--- src/rtl/hub75_pkg.sv ---
// Shared types and helpers for the HUB75 scan engine.
// The state order follows one column shift, then blank, latch and show.
package hub75_pkg;

    typedef enum logic [2:0] {
        IDLE,
        FETCH,
        CAPTURE,
        CLK_LO,
        CLK_HI,
        BLANK,
        LATCH,
        SHOW
    } state_t;

    // BCM on-time of bit-plane p: each plane is lit twice as long as the one below it.
    function automatic int plane_time(input int oe_base, input int p);
        return oe_base << p;
    endfunction

endpackage

--- src/rtl/hub75_shift_clk.sv ---
// Panel shift-clock phase timer: counts CLK_DIV cycles in each of the low
// and high phases and flags the last cycle of the current phase.
module hub75_shift_clk #(
    parameter int CLK_DIV = 1
) (
    input  logic clk,
    input  logic rst,
    input  logic clk_lo_i,
    input  logic clk_hi_i,
    output logic display_clk_o,
    output logic phase_done_o
);

    localparam int DIV_W = (CLK_DIV > 1) ? $clog2(CLK_DIV) : 1;

    logic [DIV_W-1:0] cnt_q, cnt_d;
    logic             active;

    assign active        = clk_lo_i | clk_hi_i;
    assign phase_done_o  = active && (cnt_q == DIV_W'(CLK_DIV - 1));
    assign display_clk_o = clk_hi_i;

    // The counter restarts at every phase boundary so both phases get CLK_DIV cycles.
    always_comb begin
        cnt_d = cnt_q;
        if (!active || phase_done_o) begin
            cnt_d = '0;
        end else begin
            cnt_d = cnt_q + DIV_W'(1);
        end
    end

    always_ff @(posedge clk) begin
        if (rst) begin
            cnt_q <= '0;
        end else begin
            cnt_q <= cnt_d;
        end
    end

endmodule

--- src/rtl/hub75_scanner.sv ---
// HUB75 scan engine: fetches one bit-plane per row from a double-buffered
// framebuffer, shifts it into the panel and shows it for a BCM-weighted time.
module hub75_scanner #(
    parameter int COLS      = 64,
    parameter int SCAN_ROWS = 32,
    parameter int CHANNELS  = 4,
    parameter int BPP       = 4,
    parameter int CLK_DIV   = 1,
    parameter int OE_BASE   = 8,
    parameter int BLANK     = 2,
    localparam int COL_W    = (COLS > 1) ? $clog2(COLS) : 1,
    localparam int ROW_W    = (SCAN_ROWS > 1) ? $clog2(SCAN_ROWS) : 1
) (
    input  logic                    clk,
    input  logic                    rst,
    input  logic                    enable,
    output logic                    fb_rd_en,
    output logic                    fb_buf,
    input  logic [CHANNELS*BPP-1:0] fb_data_a,
    input  logic [CHANNELS*BPP-1:0] fb_data_b,
    input  logic                    swap_req,
    output logic                    swap_ack,
    output logic                    frame_start,
    output logic [ROW_W-1:0]        row_addr,
    output logic [COL_W-1:0]        col_addr,
    output logic                    display_oe,
    output logic                    latch,
    output logic                    display_clk,
    output logic [CHANNELS-1:0]     dout_a,
    output logic [CHANNELS-1:0]     dout_b
);

    import hub75_pkg::*;

    localparam int PL_W   = (BPP > 1) ? $clog2(BPP) : 1;
    localparam int SHOW_W = $clog2(OE_BASE << (BPP - 1)) + 1;
    localparam int BLK_W  = $clog2(BLANK) + 1;
    localparam int CNT_W  = (SHOW_W > BLK_W) ? SHOW_W : BLK_W;

    state_t              state_q, state_d;
    logic [COL_W-1:0]    col_q, col_d;
    logic [ROW_W-1:0]    row_q, row_d;
    logic [PL_W-1:0]     plane_q, plane_d;
    logic [CNT_W-1:0]    cnt_q, cnt_d;
    logic [ROW_W-1:0]    row_addr_q, row_addr_d;
    logic                fb_buf_q, fb_buf_d;
    logic                swap_ack_q, swap_ack_d;
    logic [CHANNELS-1:0] dout_a_q, dout_a_d;
    logic [CHANNELS-1:0] dout_b_q, dout_b_d;
    logic                phase_done;
    logic                last_col, last_row, last_plane, show_done;

    hub75_shift_clk #(
        .CLK_DIV(CLK_DIV)
    ) u_shift_clk (
        .clk          (clk),
        .rst          (rst),
        .clk_lo_i     (state_q == CLK_LO),
        .clk_hi_i     (state_q == CLK_HI),
        .display_clk_o(display_clk),
        .phase_done_o (phase_done)
    );

    assign last_col   = (col_q == COL_W'(COLS - 1));
    assign last_row   = (row_q == ROW_W'(SCAN_ROWS - 1));
    assign last_plane = (plane_q == PL_W'(BPP - 1));
    assign show_done  = (cnt_q == CNT_W'(plane_time(OE_BASE, int'(plane_q)) - 1));

    // Sequencer; row_addr is loaded on entry to blanking so it never moves while lit.
    always_comb begin
        state_d    = state_q;
        col_d      = col_q;
        row_d      = row_q;
        plane_d    = plane_q;
        cnt_d      = cnt_q;
        row_addr_d = row_addr_q;
        fb_buf_d   = fb_buf_q;
        swap_ack_d = 1'b0;
        dout_a_d   = dout_a_q;
        dout_b_d   = dout_b_q;
        case (state_q)
            IDLE: begin
                cnt_d = '0;
                if (enable) state_d = FETCH;
            end
            FETCH: state_d = CAPTURE;
            CAPTURE: begin
                for (int c = 0; c < CHANNELS; c++) begin
                    dout_a_d[c] = fb_data_a[c*BPP + int'(plane_q)];
                    dout_b_d[c] = fb_data_b[c*BPP + int'(plane_q)];
                end
                state_d = CLK_LO;
            end
            CLK_LO: if (phase_done) state_d = CLK_HI;
            CLK_HI: begin
                if (phase_done) begin
                    if (last_col) begin
                        col_d      = '0;
                        cnt_d      = '0;
                        row_addr_d = row_q;
                        state_d    = hub75_pkg::BLANK;
                    end else begin
                        col_d   = col_q + COL_W'(1);
                        state_d = FETCH;
                    end
                end
            end
            hub75_pkg::BLANK: begin
                if (cnt_q == CNT_W'(BLANK - 1)) begin
                    cnt_d   = '0;
                    state_d = LATCH;
                end else begin
                    cnt_d = cnt_q + CNT_W'(1);
                end
            end
            LATCH: begin
                cnt_d   = '0;
                state_d = SHOW;
            end
            SHOW: begin
                if (show_done) begin
                    cnt_d = '0;
                    if (last_plane) begin
                        plane_d = '0;
                        if (last_row) begin
                            row_d = '0;
                            if (swap_req) begin
                                fb_buf_d   = ~fb_buf_q;
                                swap_ack_d = 1'b1;
                            end
                        end else begin
                            row_d = row_q + ROW_W'(1);
                        end
                    end else begin
                        plane_d = plane_q + PL_W'(1);
                    end
                    if (enable) begin
                        state_d = FETCH;
                    end else begin
                        row_d   = '0;
                        plane_d = '0;
                        col_d   = '0;
                        state_d = IDLE;
                    end
                end else begin
                    cnt_d = cnt_q + CNT_W'(1);
                end
            end
            default: state_d = IDLE;
        endcase
    end

    always_ff @(posedge clk) begin
        if (rst) begin
            state_q    <= IDLE;
            col_q      <= '0;
            row_q      <= '0;
            plane_q    <= '0;
            cnt_q      <= '0;
            row_addr_q <= '0;
            fb_buf_q   <= 1'b0;
            swap_ack_q <= 1'b0;
            dout_a_q   <= '0;
            dout_b_q   <= '0;
        end else begin
            state_q    <= state_d;
            col_q      <= col_d;
            row_q      <= row_d;
            plane_q    <= plane_d;
            cnt_q      <= cnt_d;
            row_addr_q <= row_addr_d;
            fb_buf_q   <= fb_buf_d;
            swap_ack_q <= swap_ack_d;
            dout_a_q   <= dout_a_d;
            dout_b_q   <= dout_b_d;
        end
    end

    assign fb_rd_en    = (state_q == FETCH);
    assign frame_start = (state_q == FETCH) && (row_q == '0) && (plane_q == '0) && (col_q == '0);
    assign display_oe  = (state_q != SHOW);
    assign latch       = (state_q == LATCH);
    assign fb_buf      = fb_buf_q;
    assign swap_ack    = swap_ack_q;
    assign row_addr    = row_addr_q;
    assign col_addr    = col_q;
    assign dout_a      = dout_a_q;
    assign dout_b      = dout_b_q;

endmodule

--- config.mk ---
export PLATFORM = sky130hd
export DESIGN_NAME = hub75_scanner
export DESIGN_NICKNAME = d
export VERILOG_FILES = /design/src/rtl/hub75_pkg.sv /design/src/rtl/hub75_shift_clk.sv /design/src/rtl/hub75_scanner.sv
export SDC_FILE = /design/constraint.sdc
export NUM_CORES = 1
export LEC_CHECK = 0
export CAP_MARGIN = 20
export CORE_MARGIN = 2
export CORE_UTILIZATION = 51
export CTS_CLUSTER_DIAMETER = 40
export CTS_CLUSTER_SIZE = 24
export DETAILED_ROUTE_END_ITERATION = 8
export DONT_BUFFER_PORTS = 1
export PLACE_DENSITY = 0.69
export SYNTH_ARGS = -nofsm -noshare
export SYNTH_HDL_FRONTEND = slang
export SYNTH_SLANG_ARGS = --single-unit
--- constraint.sdc ---
create_clock -name clk -period 2.1 [get_ports clk]
set_input_delay 0.21 -clock clk [delete_from_list [all_inputs] [get_ports clk]]
set_output_delay 0.21 -clock clk [all_outputs]
set_load 0.02 [all_outputs]
=== Yosys cells after proc, flatten, opt, wreduce, memory -nomap -nowiden ===
Index checks and enable logic that the tools add are counted.
Widths: inputs -> output; s select.

* Output and inout port bits: 26
* Bits of input ports: 36
* Word-level logic and storage cells: 121
* Flip-flop bits (word level): 39

* Equality and inequality tests: 21
* Add/sub/neg operators: 9
* Order comparisons: 4
* Bitwise gates (word level): 7
* Shift-type cells: 1
* Reduce and logical (&&, ||, !) cells: 22
* Multiplexer cells: 46

{| class="wikitable"
|+ Operators with widths
! kind !! number
|-
| $mux 7 || 4
|-
| $pmux 7 s4 || 1
|-
| $bmux 1 s4 || 6
|-
| $mux 6 || 4
|-
| $pmux 3 s8 || 1
|-
| $mux 3 || 6
|-
| $mux 1 || 16
|-
| $mux 5 || 3
|-
| $ne 2x2->1 const B || 7
|-
| $eq 3x3->1 const B || 4
|-
| $pmux 6 s2 || 1
|-
| $add 4x2->5 const A || 2
|-
| $lt 5x5->1 const B || 2
|-
| $reduce_and 5->1 || 2
|-
| $reduce_and 3->1 || 3
|-
| $add 7x1->7 const B || 1
|-
| $eq 7x1->1 const B || 1
|-
| $eq 7x7->1 || 1
|-
| $shl 4x2->7 const A || 1
|-
| $sub 7x2->7 const B || 1
|-
| $add 6x1->6 const B || 1
|-
| $eq 3x2->1 const B || 2
|-
| $eq 6x6->1 const B || 1
|-
| $logic_not 6->1 || 1
|-
| 27 further kinds || 38
|}

=== Logic depth before layout (Yosys ltp) ===
* Depth after elaboration: 5
* Mapped depth: 8
* Mapped depth without buffers: 7

=== Modules after synthesis ===
From an unflattened synthesis, not the netlist that was laid out.

* Cell total of the unflattened synthesis: 283
* Area total of the unflattened synthesis: 2434.8 µm²

{| class="wikitable"
|+ By module, submodules not included
! module !! sequential area each (µm²) !! cells each !! area an instance (µm²) !! instances
|-
| hub75_scanner || 760.7 || 279 || 2393.5 || 1
|-
| hub75_shift_clk || 20.0 || 4 || 41.3 || 1
|}

=== Least setup slack after synthesis ===
OpenSTA, ideal clock, no wires.

* Kind: register to register
* Start point: reg plane_q[1]
* End point: reg plane_q[1]
* Path buffers: 1
* Clock period less this slack: 2319 ps
* Data arrival time: 2254 ps
* Required time: 2035 ps
* Path slack: -219 ps
* Cell stages (with the launch flop): 9
* Library setup time: 65 ps
* Path through: dfxtp_1 clkbuf_1 inv_1 ha_1 xnor2_1 mux2_2 nor3_4 mux2_2 nor2_1

* Word-level cells in the longest chain between the ends: 4
* Elaborated cells on any way between the ends: 8
* Classes of those cells: add/sub (2); eq/ne (2); shift (1); mux (2); reduce/logical (1)

{| class="wikitable"
|+ Ends and longest elaborated chain
! what !! line !! source
|-
| start, declared || hub75_scanner.sv:43 || <nowiki>logic [PL_W-1:0] plane_q, plane_d;</nowiki>
|-
| start signal, assigned || hub75_scanner.sv:169 || <nowiki>plane_q <= plane_d;</nowiki>
|-
| $shl 4x2->7 || hub75_pkg.sv:18 || <nowiki>return oe_base << p;</nowiki>
|-
| $sub 7x2->7 || hub75_scanner.sv:67 || <nowiki>assign show_done = (cnt_q == CNT_W'(plane_time(OE_BASE, int'(plane_q)) - 1));</nowiki>
|-
| $eq 7x7->1 || hub75_scanner.sv:67 ||
|-
| $reduce_and 2->1 (no line) || - ||
|}

Several ways; a longest one is shown, not always the timed one.
A chain may end at the register's enable or synchronous reset.

=== Final worst setup path ===
* Start point: reg plane_q[0]
* End point: reg fb_buf_q, in the netlist fb_buf

* Word-level cells in the longest chain between the ends: 4
* Elaborated cells on any way between the ends: 5
* Classes of those cells: add/sub (1); eq/ne (2); shift (1); reduce/logical (1)

{| class="wikitable"
|+ Ends and longest elaborated chain
! what !! line !! source
|-
| $shl 4x2->7 || hub75_pkg.sv:18 ||
|-
| $sub 7x2->7 || hub75_scanner.sv:67 ||
|-
| $eq 7x7->1 || hub75_scanner.sv:67 ||
|-
| $reduce_and 5->1 (no line) * || - ||
|-
| end signal, assigned || hub75_scanner.sv:172 || <nowiki>fb_buf_q <= fb_buf_d;</nowiki>
|-
| end, declared || hub75_scanner.sv:46 || <nowiki>logic fb_buf_q, fb_buf_d;</nowiki>
|}

Every way passes the cells marked *; elsewhere a longest branch is shown, timed or not.

==> impl_metrics.env <==
export IMPL_route_detailed_wl_per_inst_um=16.3
export IMPL_nets=357
export IMPL_final_common_cell="dfxtp_1"
export IMPL_grt_use_total_pct=22.0
export IMPL_final_cell_mix="dfxtp_1 (37), nand2_1 (33), nor2_1 (24)"
export IMPL_hold_viol_final=0
export IMPL_min_path_cells=1
export IMPL_fillCellCount=409
export IMPL_ant_nets=0
export IMPL_drc=0
export IMPL_finalInstanceArea_um2=2900
export IMPL_core_area_um2=4720
export IMPL_crit_type="flip-flop to flip-flop"
export IMPL_rows=25
export IMPL_cts_tree="done"
export IMPL_ys_seq_area_share_pct=31.5
export IMPL_vias=2188
export IMPL_skew_ns=0.00368
export IMPL_critPathArrivalTime_ns=2.24
export IMPL_gp_congestion=0.831
export IMPL_synth_area_per_cell_um2=8.77
export IMPL_syn_num_nets=334
export IMPL_worstReg2RegStart="plane_q[0]$_SDFFE_PP0P_"
export IMPL_ys_types=50
export IMPL_relSlewSlack_pct=46.0
export IMPL_grt_max_degree=50
export IMPL_first_pass_iters=4
export IMPL_drv_slew=0
export IMPL_synth_area_um2=2480
export IMPL_power_total_mw=2.10
export IMPL_cp_end_kind="flip-flop"
export IMPL_insertedDiodeCount=0
export IMPL_period_needed_ns=2.02
export IMPL_critPathLaunchType="flip-flop"
export IMPL_layout_setup_ws_ns=0.0751
export IMPL_hold_start="rst"
export IMPL_die_y_um=73.8
export IMPL_viasPerCell=5.85
export IMPL_reg2reg_to="fb_buf$_SDFFE_PP0P_"
export IMPL_antenna_found_initial=0
export IMPL_place_area_um2=2660
export IMPL_p_per_area_nw_per_um2=725
export IMPL_drive_gt1_share_pct=19.2
export IMPL_critPathMaxFanout=5
export IMPL_area_delta_synth_final_pct=16.8
export IMPL_clkLatencyLatePin_ns=0.29
export IMPL_ir_drop_uv=251
export IMPL_hold_path_class="primary input to flip-flop"
export IMPL_grt_pass1_wl_um=9400
export IMPL_ios=62
export IMPL_fin_crit_sh_pct=96.4
export IMPL_cts_max_level=2
export IMPL_cts_root_buf="clkbuf_8"
export IMPL_maxCapViolations=0
export IMPL_async_flop_share_pct=0
export IMPL_setup_violations=0
export IMPL_fmaxAchievable_ghz=0.494
export IMPL_io_buffers=0
export IMPL_status="complete, no violations"
export IMPL_dieWidth_um=73.8
export IMPL_die_area_um2=5440
export IMPL_power_leakage_nw=1.05
export IMPL_cts_buffers=5
export IMPL_dp_hpwl_um=4390
export IMPL_tightest_slew_ns=0.807
export IMPL_dp_slack_ns=0.0280
export IMPL_grt_overflow_total=0
export IMPL_drt_first_iter_violations=139
export IMPL_grt_pass1_vias=2021
export IMPL_r2r_slack_ns=0.08
export IMPL_grt_setup_unrepaired="yes"
export IMPL_crit_required_ns=2.32
export IMPL_syn_inst=283
export IMPL_ys_seq_elements=39
export IMPL_cts_buffer_depth=2
export IMPL_yosysWarnings=0
export IMPL_start_util_pct=52.6
export IMPL_synth_edf_count=0
export IMPL_whs_endpoint="swap_ack$_SDFF_PP0_"
export IMPL_worstRegToRegCells=6
export IMPL_synthFlopType="dfxtp_1"
export IMPL_cts_sinks=39
export IMPL_drt_total_wl_um=6110
export IMPL_path_clk_slew_ns=0.08
==> cells in the mapped netlist (2+ instances only) <==
cell type / number / area [um^2]
mux4_2: 8 / 180
nor2b_1: 3 / 18.8
nand2_1: 33 / 124
and2_1: 4 / 25.0
mux2i_1: 8 / 80.1
or3_1: 5 / 31.3
nand3_1: 8 / 40.0
a21oi_1: 20 / 100
o31ai_1: 3 / 22.5
nand3b_1: 5 / 37.5
xnor2_1: 2 / 17.5
nor4_1: 2 / 12.5
dfxtp_1: 39 / 781
nand3_2: 2 / 20.0
clkbuf_1: 10 / 37.5
nor2_1: 24 / 90.1
and3_1: 3 / 18.8
buf_2: 4 / 20.0
o311ai_4: 2 / 52.6
a311oi_1: 6 / 52.6
nand2b_1: 6 / 37.5
o32ai_1: 4 / 35.0
mux2_2: 3 / 33.8
nor3_1: 5 / 25.0
o21ai_0: 8 / 40.0
ha_1: 15 / 188
a211oi_1: 2 / 15.0
inv_1: 17 / 63.8
or4_1: 6 / 45.0
nand4_1: 6 / 37.5
==> worst max-delay path by stage <==
stage | startpoint | endpoint | slack, ns | depth (start not counted)
3_3_place_gp | plane_q[0]$_SDFFE_PP0P_ | cnt_q[5]$_SDFFE_PP0P_ | 0.10 | 7
2_1_floorplan | plane_q[1]$_SDFFE_PP0P_ | col_addr[3]$_SDFFE_PP0P_ | 0.0002 | 8
4_1_cts | plane_q[1]$_SDFFE_PP0P_ | col_addr[1]$_SDFFE_PP0P_ | 0.002 | 7
5_1_grt | plane_q[1]$_SDFFE_PP0P_ | fb_buf$_SDFFE_PP0P_ | -0.03 | 7
3_5_place_dp | plane_q[1]$_SDFFE_PP0P_ | col_addr[3]$_SDFFE_PP0P_ | 0.03 | 7
6_report | plane_q[0]$_SDFFE_PP0P_ | fb_buf$_SDFFE_PP0P_ | 0.08 | 6
==> through the flow <==
step           setup TNS [ns]  utilization (%)  hold slack, ns  cells
2_1_floorplan               0                -           0.375    283
5_1_grt                -0.103             61.4         0.00976    374
6_report                    0             61.4          0.0193    374
4_1_cts                     0             59.9         -0.0246    372
3_5_place_dp                0             56.4           0.284    356
3_3_place_gp                0             56.4           0.283    356
==> routing by layer <==
| layer | vias up | wire (um) | GRT usage, % |
|---|---|---|---|
| li1 | 1081 | - | - |
| met1 | 1030 | 2670 | 29.5 |
| met2 | 70 | 3050 | 35.9 |
| met3 | 7 | 343 | 4.39 |
| met4 | 0 | 56 | 6.06 |
| met5 | - | 0 | 0 |
==> sequential cells by signal (all words and copies together) (netlist names) <==
| name | flops |
|---|---|
| state_q | 3 |
| row_addr | 5 |
| col_addr | 6 |
| dout_b | 4 |
| cnt_q | 7 |
| plane_q | 2 |
| row_q | 5 |
| fb_buf | 1 |
| u_shift_clk.cnt_q | 1 |
| dout_a | 4 |
| swap_ack | 1 |
==> power by group <==
part	internal, mW	switching (mW)	total, mW
clock	0.232	0.274	0.506
combinational	0.303	0.422	0.724
sequential	0.790	0.0817	0.872
==> logic make-up (layout without fill, tap and decap cells) <==
logic type / count (synthesis) / in the layout / synth area share [%]
other: 1 / 1 / 0.151
XOR/XNOR: 2 / 2 / 0.706
buffers and inverters: 32 / 56 / 5.34
AO/OA/AOI/OAI: 54 / 54 / 16.1
AND/OR/NAND/NOR: 120 / 120 / 26.3
adder cells (fa/ha/maj): 15 / 15 / 7.56
multiplexers: 20 / 20 / 12.4
flip-flops: 39 / 39 / 31.5
==> cell type report <==
type | count | area, um^2 | share of cell area [%]
inverter | 17 | 63.8 | 2.20
timing repair buffer | 31 | 259 | 8.93
tap | 67 | 83.8 | 2.89
multi-input combinational | 212 | 1620 | 55.9
clock buffer | 6 | 72.6 | 2.50
clock inverter | 2 | 12.5 | 0.432
sequential | 39 | 786 | 27.1
==> repair_timing <==
item	CTS	global route
setup endpoints to repair	0	21
hold buffers	8	1
buffers inserted	0	1
resized for setup	0	16
endpoints found under the hold margin	27	18
==> worst max-delay path, stage by stage (launching register included) <==
cell	delay, ns
dfxtp_1	0.37
ha_1	0.27
and4bb_2	0.33
mux2_2	0.23
nand3_2	0.12
or4_1	0.48
a21oi_1	0.15
(Power assumes the default switching activity.)
